## src/rtl/loteria_apostador_pkg.sv

```systemverilog
// Shared types and constants for the lottery bettor and the checker it feeds.
package loteria_apostador_pkg;

  typedef enum logic [2:0] {
    IDLE   = 3'd0,
    DIGITO = 3'd1,
    ESPERA = 3'd2,
    ULTIMO = 3'd3,
    FECHA  = 3'd4,
    PAUSA  = 3'd5,
    FIM    = 3'd6
  } estado_t;

  // Checker-side states, kept here so both ends of the link agree on them.
  typedef enum logic [1:0] {
    CK_ESPERA  = 2'd0,
    CK_COLETA  = 2'd1,
    CK_CONFERE = 2'd2
  } estado_checker_t;

  localparam int         MAX_JOGOS_DEFAULT = 5;
  localparam int         NUM_DIGITOS       = 5;
  localparam logic [3:0] BCD_LIMITE        = 4'd9;

  // digit0 is the most significant nibble of the bet
  function automatic logic [3:0] digito(input logic [19:0] a, input logic [2:0] i);
    logic [3:0] d;
    case (i)
      3'd0:    d = a[19:16];
      3'd1:    d = a[15:12];
      3'd2:    d = a[11:8];
      3'd3:    d = a[7:4];
      default: d = a[3:0];
    endcase
    return d;
  endfunction

endpackage

```

## src/rtl/loteria_bcd_check.sv

```systemverilog
// Flags a 20-bit bet whose five nibbles are not all valid BCD digits.
`default_nettype none
module loteria_bcd_check
  import loteria_apostador_pkg::*;
(
  input  logic [19:0] aposta,
  output logic        invalido
);

  logic [NUM_DIGITOS-1:0] fora;

  for (genvar k = 0; k < NUM_DIGITOS; k++) begin : g_digito
    assign fora[k] = (aposta[4*k +: 4] > BCD_LIMITE);
  end

  assign invalido = |fora;

endmodule
`default_nettype wire

```

## src/rtl/loteria_apostador.sv

```systemverilog
// Lottery bettor: accepts a five-digit BCD bet and plays it out digit by digit
// to the checker, counting games and closing the session after MAX_JOGOS.
`default_nettype none
module loteria_apostador
  import loteria_apostador_pkg::*;
#(
  parameter int MAX_JOGOS = MAX_JOGOS_DEFAULT,
  parameter int GAP       = 1
) (
  input  logic        clock,
  input  logic        reset,
  input  logic [19:0] aposta,
  input  logic        aposta_valid,
  output logic        aposta_ready,
  output logic [3:0]  numero,
  output logic        insere,
  output logic        fim_jogo,
  output logic        fim,
  output logic        ocupado,
  output logic [2:0]  jogos,
  output logic        erro
);

  localparam logic [1:0] GAP_CARGA = 2'(GAP - 1);
  // The last digit's wait ends in ULTIMO, so its ESPERA is one cycle shorter.
  localparam logic [1:0] GAP_ULT   = 2'((GAP > 1) ? (GAP - 2) : 0);

  estado_t     estado, estado_prox;
  logic [19:0] aposta_r;
  logic [1:0]  idx;
  logic [1:0]  gap_cnt;
  logic [2:0]  jogos_r;
  logic        erro_r;
  logic [3:0]  numero_hold;
  logic [3:0]  numero_c;
  logic        invalido;

  loteria_bcd_check u_bcd_check (
    .aposta   (aposta),
    .invalido (invalido)
  );

  always_comb begin
    estado_prox = estado;
    numero_c    = numero_hold;
    case (estado)
      IDLE: begin
        if (aposta_valid && !invalido) estado_prox = DIGITO;
      end
      DIGITO: begin
        numero_c = digito(aposta_r, {1'b0, idx});
        if (idx == 2'd3 && GAP == 1) estado_prox = ULTIMO;
        else                         estado_prox = ESPERA;
      end
      ESPERA: begin
        numero_c = digito(aposta_r, {1'b0, idx});
        if (gap_cnt == 2'd0) estado_prox = (idx == 2'd3) ? ULTIMO : DIGITO;
      end
      ULTIMO: begin
        numero_c    = digito(aposta_r, 3'd4);
        estado_prox = FECHA;
      end
      FECHA: begin
        numero_c    = digito(aposta_r, 3'd4);
        estado_prox = PAUSA;
      end
      PAUSA: begin
        numero_c    = digito(aposta_r, 3'd4);
        estado_prox = (jogos_r == 3'(MAX_JOGOS)) ? FIM : IDLE;
      end
      FIM:     estado_prox = IDLE;
      default: estado_prox = IDLE;
    endcase
  end

  always_ff @(posedge clock or posedge reset) begin
    if (reset) begin
      estado      <= IDLE;
      aposta_r    <= '0;
      idx         <= '0;
      gap_cnt     <= '0;
      jogos_r     <= '0;
      erro_r      <= 1'b0;
      numero_hold <= '0;
    end else begin
      estado      <= estado_prox;
      numero_hold <= numero_c;
      // Never repeat erro on consecutive cycles even if a bad bet is held.
      erro_r      <= (estado == IDLE) && aposta_valid && invalido && !erro_r;
      case (estado)
        IDLE: begin
          if (aposta_valid && !invalido) begin
            aposta_r <= aposta;
            idx      <= '0;
          end
        end
        DIGITO: gap_cnt <= (idx == 2'd3) ? GAP_ULT : GAP_CARGA;
        ESPERA: begin
          if (gap_cnt != 2'd0)   gap_cnt <= gap_cnt - 2'd1;
          else if (idx != 2'd3)  idx     <= idx + 2'd1;
        end
        FECHA: begin
          if (jogos_r != 3'd7) jogos_r <= jogos_r + 3'd1;
        end
        FIM:     jogos_r <= '0;
        default: ;
      endcase
    end
  end

  assign aposta_ready = (estado == IDLE);
  assign ocupado      = (estado != IDLE);
  assign numero       = numero_c;
  assign insere       = (estado == DIGITO);
  assign fim_jogo     = (estado == FECHA);
  assign fim          = (estado == FIM);
  assign erro         = erro_r;
  assign jogos        = jogos_r;

endmodule
`default_nettype wire

```

## config.mk

```make
export PLATFORM = sky130hd
export DESIGN_NAME = loteria_apostador
export DESIGN_NICKNAME = d
export VERILOG_FILES = /design/src/rtl/loteria_apostador_pkg.sv /design/src/rtl/loteria_bcd_check.sv /design/src/rtl/loteria_apostador.sv
export SDC_FILE = /design/constraint.sdc
export NUM_CORES = 1
export LEC_CHECK = 0
export ABC_AREA = 1
export CAP_MARGIN = 10
export CORE_MARGIN = 3
export CORE_UTILIZATION = 54
export CTS_BUF_LIST = sky130_fd_sc_hd__clkbuf_4
export DETAILED_ROUTE_END_ITERATION = 8
export GPL_TIMING_DRIVEN = 0
export PLACE_DENSITY_LB_ADDON = 0.12
export SETUP_SLACK_MARGIN = 0.15
export SLEW_MARGIN = 20
export SYNTH_ARGS = -nofsm -noshare
export SYNTH_HDL_FRONTEND = slang
export SYNTH_HIERARCHICAL = 1
export SYNTH_SLANG_ARGS = --single-unit
```

## constraint.sdc

```tcl
create_clock -name clock -period 1.49 [get_ports clock]
set_clock_uncertainty 0.15 [all_clocks]
set_input_delay 0.149 -clock clock [delete_from_list [all_inputs] [get_ports clock]]
set_output_delay 0.149 -clock clock [all_outputs]
set_load 0.03 [all_outputs]
```

-- After elaboration in Yosys (flattened, before gate mapping)
Index checks and enable logic that the tools add are counted.
- $add $sub $neg: 3
- $lt $le $gt $ge: 5
- equal/unequal tests: 18
- mux-type cells: 16
- reduce and logical (&&, ||, !) cells: 22
- operator list (kind ; number):
    > comparator 4 bit, second input constant ; 5
    case mux 3 bit (6 select lines) ; 1
    case mux 4 bit (4 select lines) ; 1
    == test 3 bit, second input constant ; 4
    2-to-1 mux 3 bit ; 4
    2-to-1 mux 2 bit ; 5
    inequality test 2 bit, second input constant ; 5
    case mux 2 bit (2 select lines) ; 2
    case mux 4 bit (2 select lines) ; 1
    AND reduction 2 bit ; 4
    nonzero test 2 bit ; 4
    == test 3 x 2 -> 1 bit, second input constant ; 2
    case mux 3 bit (2 select lines) ; 1
    OR reduction 5 bit ; 1
    == test 2 bit, second input constant ; 2
    logical AND 1 bit ; 4
    logical NOT 2 bit ; 2
    inequality test 2 x 1 -> 1 bit, second input constant ; 2
    AND reduction 4 bit ; 1
    adder 3 x 1 -> 3 bit, second input constant ; 1
    == test 3 x 1 -> 1 bit, second input constant ; 1
    logical NOT 3 bit ; 1
    inequality test 3 bit, second input constant ; 1
    nonzero test 3 bit ; 1
    7 further kinds ; 8
- bits in registers: 35
- input port bits: 23
- logic and storage cells: 71

-- Depth between registers and ports, before layout
- word-level depth: 6
- depth in mapped cells: 10

-- Cells and area by module
The synthesis kept the hierarchy.
- by module, submodules not included (module ; instances ; cells an instance ; area each (um2) ; seq. area each (um2)):
    loteria_apostador ; 1 ; 226 ; 1904.3 ; 875.8
    loteria_bcd_check ; 1 ; 9 ; 45.0 ; 0.0

-- Worst setup path after synthesis
No wires, ideal clock.
- path kind: register to register
- from: reg idx[0]
- to: reg numero_hold[0]
- library setup time: 246 ps
- data arrival time: 1292 ps
- data required time: 1094 ps
- path slack: -197 ps
- stages on the path, launching flop included: 8
- buffers on the path: 1
- cell sequence: dfrtp_1 -> inv_1 -> ha_1 -> buf_1 -> a21oi_1 -> nand2_1 -> nand3_1 -> nand3_1
- cells in the longest elaborated chain, start to end: 3
- elaborated cells between the ends (all ways): 6
- classes of those cells: eq/ne: 3; mux: 2; reduce/logical: 1
- RTL lines (element ; RTL line ; source):
    from (decl) ; loteria_apostador.sv:30 ; logic [1:0] idx;
    from (signal assigned) ; loteria_apostador.sv:100 ; else if (idx != 2'd3) idx <= idx + 2'd1;
    == test 2 bit (tied with other cells) ; loteria_apostador_pkg.sv:28 ; case (i)
    case mux 4 bit (4 select lines) (*) ; loteria_apostador_pkg.sv:28 ;
    case mux 4 bit (2 select lines) (*) ; loteria_apostador.sv:46 ; case (estado)
    via numero[0] ; loteria_apostador.sv:15 ; output logic [3:0] numero,
    to (signal assigned) ; loteria_apostador.sv:87 ; numero_hold <= numero_c;
    to (decl) ; loteria_apostador.sv:34 ; logic [3:0] numero_hold;
Mark *: on every way through the listed nets, which the timed path passes. The rest lies on a longest branch.
A chain may end at the register's enable or synchronous reset.

-- Worst setup path in the final report
- from: reg idx[1]
- to: out numero[3]
- cells in the longest elaborated chain, start to end: 3
- elaborated cells between the ends (all ways): 6
- classes of those cells: eq/ne: 3; mux: 2; reduce/logical: 1
- RTL lines (element ; RTL line):
    == test 2 bit (tied with other cells) ; loteria_apostador_pkg.sv:28
    case mux 4 bit (4 select lines) (*) ; loteria_apostador_pkg.sv:28
    case mux 4 bit (2 select lines) (*) ; loteria_apostador.sv:46
    to (decl) ; loteria_apostador.sv:15
Every way passes the cells marked *; elsewhere a longest branch is shown, timed or not.

==> qor.csv <==
stage,metric,value,unit
grt,grt_pass1_wl,7.78,mm
grt,grt_max_degree,36,
die,ios,36,
route,final_antenna_net_count,0,
layout,stdcell_area,3130,um^2
synth,ys_seq_elements,35,
clock_tree,clockBufferDepth,2,
die,start_util,57.1,%
power,peakVddDrop,1350,uV
timing,fmax,464,MHz
clock_tree,root_buffer,clkbuf_4,
synth,synth_top_area_share,44.9,%
worst_setup_path,cp_slowest_cell,dfrtp_2,
worst_setup_path,cp_max_fo,8,
layout,diodes,0,
synth,syn_area_per_cell,8.30,um^2
layout,fill_cells,141,
die,coreArea,3420,um^2
die,placementRows,21,
synth,synth_nets,266,
run_status,violations,negative setup slack,
layout,syn2layout_area_growth,60.4,%
route,wirelength,6.58,mm
synth,syn_inst,235,
layout,post-route-util,91.5,%
synth,ys_warn_count,6,
synth,ys_top_cells_by_count,"nand2_1 (61), inv_1 (43), dfrtp_1 (35)",
placed_design,placed_area,2500,um^2
timing,relSlewSlack,51.1,%
placed_design,dp_hpwl,2.99,mm
route,wire_per_inst,18.7,um
synth,ys_seq_area_share,44.9,%
die,die_h,66.1,um
placed_design,port_buffers,35,
worst_setup_path,worstRegToRegCells,9,
grt,grt_antenna_before_repair,0,
timing,finalCritPeriodShare,145,%
layout,multiInputGateArea,1210,um^2
layout,finalNetCount,336,
clock_tree,cts_tree,yes,
timing,finalCriticalPeriod,2150,ps
layout,drive_gt1_share,55.2,%
synth,synthTopCellsByArea,"dfrtp_1 (45%), nand2_1 (12%), o21ai_2 (9.0%)",
route,drt-initial-drc-count,148,
timing,hold_viol_final,0,
synth,synth_cell_types,25,
timing,maxSlewViolCount,0,
run,drv_cap,0,
synth,ys.flop_type,dfrtp_1,
worst_setup_path,cp-end-kind,primary output,
die,die_w,66.1,um
clock_tree,cts_sinks,35,
worst_setup_path,path_cells,inv_1 > ha_4 > buf_6 > a21oi_2 > nand2_2 > nand3_2 > nand3_4 > buf_6,
synth,synth_area_leader_cell,dfrtp_1,
worst_setup_path,worst-setup-path-type,register to primary output,
synth,synth.most_common_cell,nand2_1,
worst_hold_path,hold_path_class,primary input to asynchronous set/reset pin,
route,vias,1920,
clock_tree,cts.clk_slew.worst_paths,130,ps
layout,final-seq-area,883,um^2
synth,synthArstFlopShare,100,%
clock_tree,worstSkewPairLatency,380,ps
worst_setup_path,required,1190,ps
timing,rsz0062_at_grt,yes,
timing,setup_viol,38,
worst_setup_path,cpMostUsedCell,buf_6,
synth,synth_edf_count,0,
worst_setup_path,cpPeakStageDelay,460,ps
grt,grt_pass1_vias,1672,
placed_design,place.gp.congestion,0.783,
clock_tree,cts-htree-levels,2,
die,die-area,4370,um^2
power,power,6.06,mW
power,p_leak,1.52,nW
run_status,status,finished with violations,
grt,grt_overflow_total,0,
worst_setup_path,startpoint_type,register,
route,dr.pass1.iters,4,
route,remaining_drc_errors,0,
clock_tree,cts-buffers-inserted,5,
worst_setup_path,crit_arrival,1850,ps
route,viasPerCell,5.45,
timing,tightest_slew,733,ps
synth,syn_area,1950,um^2
grt,track_usage,24.0,%
timing,fin_ws,-663,ps
power,pwr_density_cell,1940,nW/um^2
-- critical path: cells and delay by family, from the launching register on --
family / cells / cell delay, ps
flops: 1 / 460
compound gates: 1 / 170
buf+inv: 3 / 430
fa+ha+maj: 1 / 190
simple gates: 3 / 250
-- cell families (layout without fill, tap and decap cells) --
group / Yosys count / count (layout) / synth area share [%]
fa+ha+maj: 8 / 8 / 5.13
flops: 35 / 35 / 44.9
simple gates: 101 / 101 / 23.9
buf+inv: 53 / 124 / 12.1
compound gates: 38 / 38 / 13.9
-- layer usage --
layer | vias to the layer above | share of wire, % | global-route usage [%]
met5 | - | 0 | 0
met4 | 0 | 3.8 | 7.61
met3 | 24 | 6.8 | 5.61
met2 | 91 | 50 | 36.9
met1 | 933 | 39 | 33.2
li1 | 872 | - | -
-- where the power goes --
part / switching (mW) / total [mW] / leakage (nW) / internal, mW
registers: 0.403 / 1.74 / 0.445 / 1.34
logic: 2.05 / 3.75 / 1.04 / 1.70
clock network: 0.357 / 0.578 / 0.0361 / 0.220
total: 2.81 / 6.06 / 1.52 / 3.25
-- placed cells by master (no fill, tap or decap), types with 2 or more instances in the layout --
master,n
buf_2,2
nand3_4,7
buf_4,12
dfrtp_2,6
clkbuf_4,8
nand3_1,5
nor2_4,3
o21ai_0,3
buf_6,28
nand2_2,30
nand2_4,5
inv_2,9
ha_1,3
nor2_1,4
nand2_8,2
inv_6,2
clkdlybuf4s50_1,22
dfrtp_1,29
inv_1,33
nand3_2,12
nand2_1,28
buf_12,3
a21oi_2,7
ha_4,4
o21ai_1,5
o21ai_2,20
-- final timing paths --
check	from	endpoint	slack [ps]
max in group asynchronous	reset	idx[1]$_DFFE_PP0P_	600
setup reg to reg	estado[1]$_DFFE_PP0P_	aposta_r[0]$_DFFE_PP0P_	-310
setup / recovery	idx[1]$_DFFE_PP0P_	numero[3]	-660
hold reg to reg	erro$_DFF_PP0_	erro$_DFF_PP0_	280
hold / removal	reset	jogos[2]$_DFFE_PP0P_	50
min in group clock	aposta[16]	aposta_r[16]$_DFFE_PP0P_	180
-- state kept, by name, indices dropped and copies added, names as in the netlist --
register / count
jogos: 3
gap_cnt: 2
erro: 1
idx: 2
numero_hold: 4
estado: 3
aposta_r: 20
-- final cells by class --
cell class                      count  area share, %
Multi-Input combinational cell    147           38.6
Sequential cell                    35           28.3
Timing Repair Buffer               63           20.7
Inverter                           46           6.16
Buffer                              7           2.64
Tap cell                           46           1.84
Clock buffer                        7           1.68
Clock inverter                      1          0.160
-- metrics by stage --
| step | setup TNS (ps) | cells | setup slack [ps] | hold slack (ps) |
|---|---|---|---|---|
| global placement | -24100 | 316 | -626 | 271 |
| floorplan | 0 | 235 | 71.4 | 132 |
| detailed placement | -10560 | 316 | -629 | 268 |
| finish | -10580 | 352 | -663 | 53.5 |
| CTS | -6050 | 338 | -482 | 117 |
| global route | -12860 | 352 | -736 | 124 |
-- repair_timing --
action / CTS / global route
pin swaps: 8 / 17
endpoints found under the hold margin: 0 / 0
gates resized for setup: 118 / 61
hold buffers: 0 / 0
setup endpoints to repair: 43 / 44
setup buffers: 12 / 14
gates cloned: 2 / 0
No activity file was read; power rests on OpenSTA's default activity.
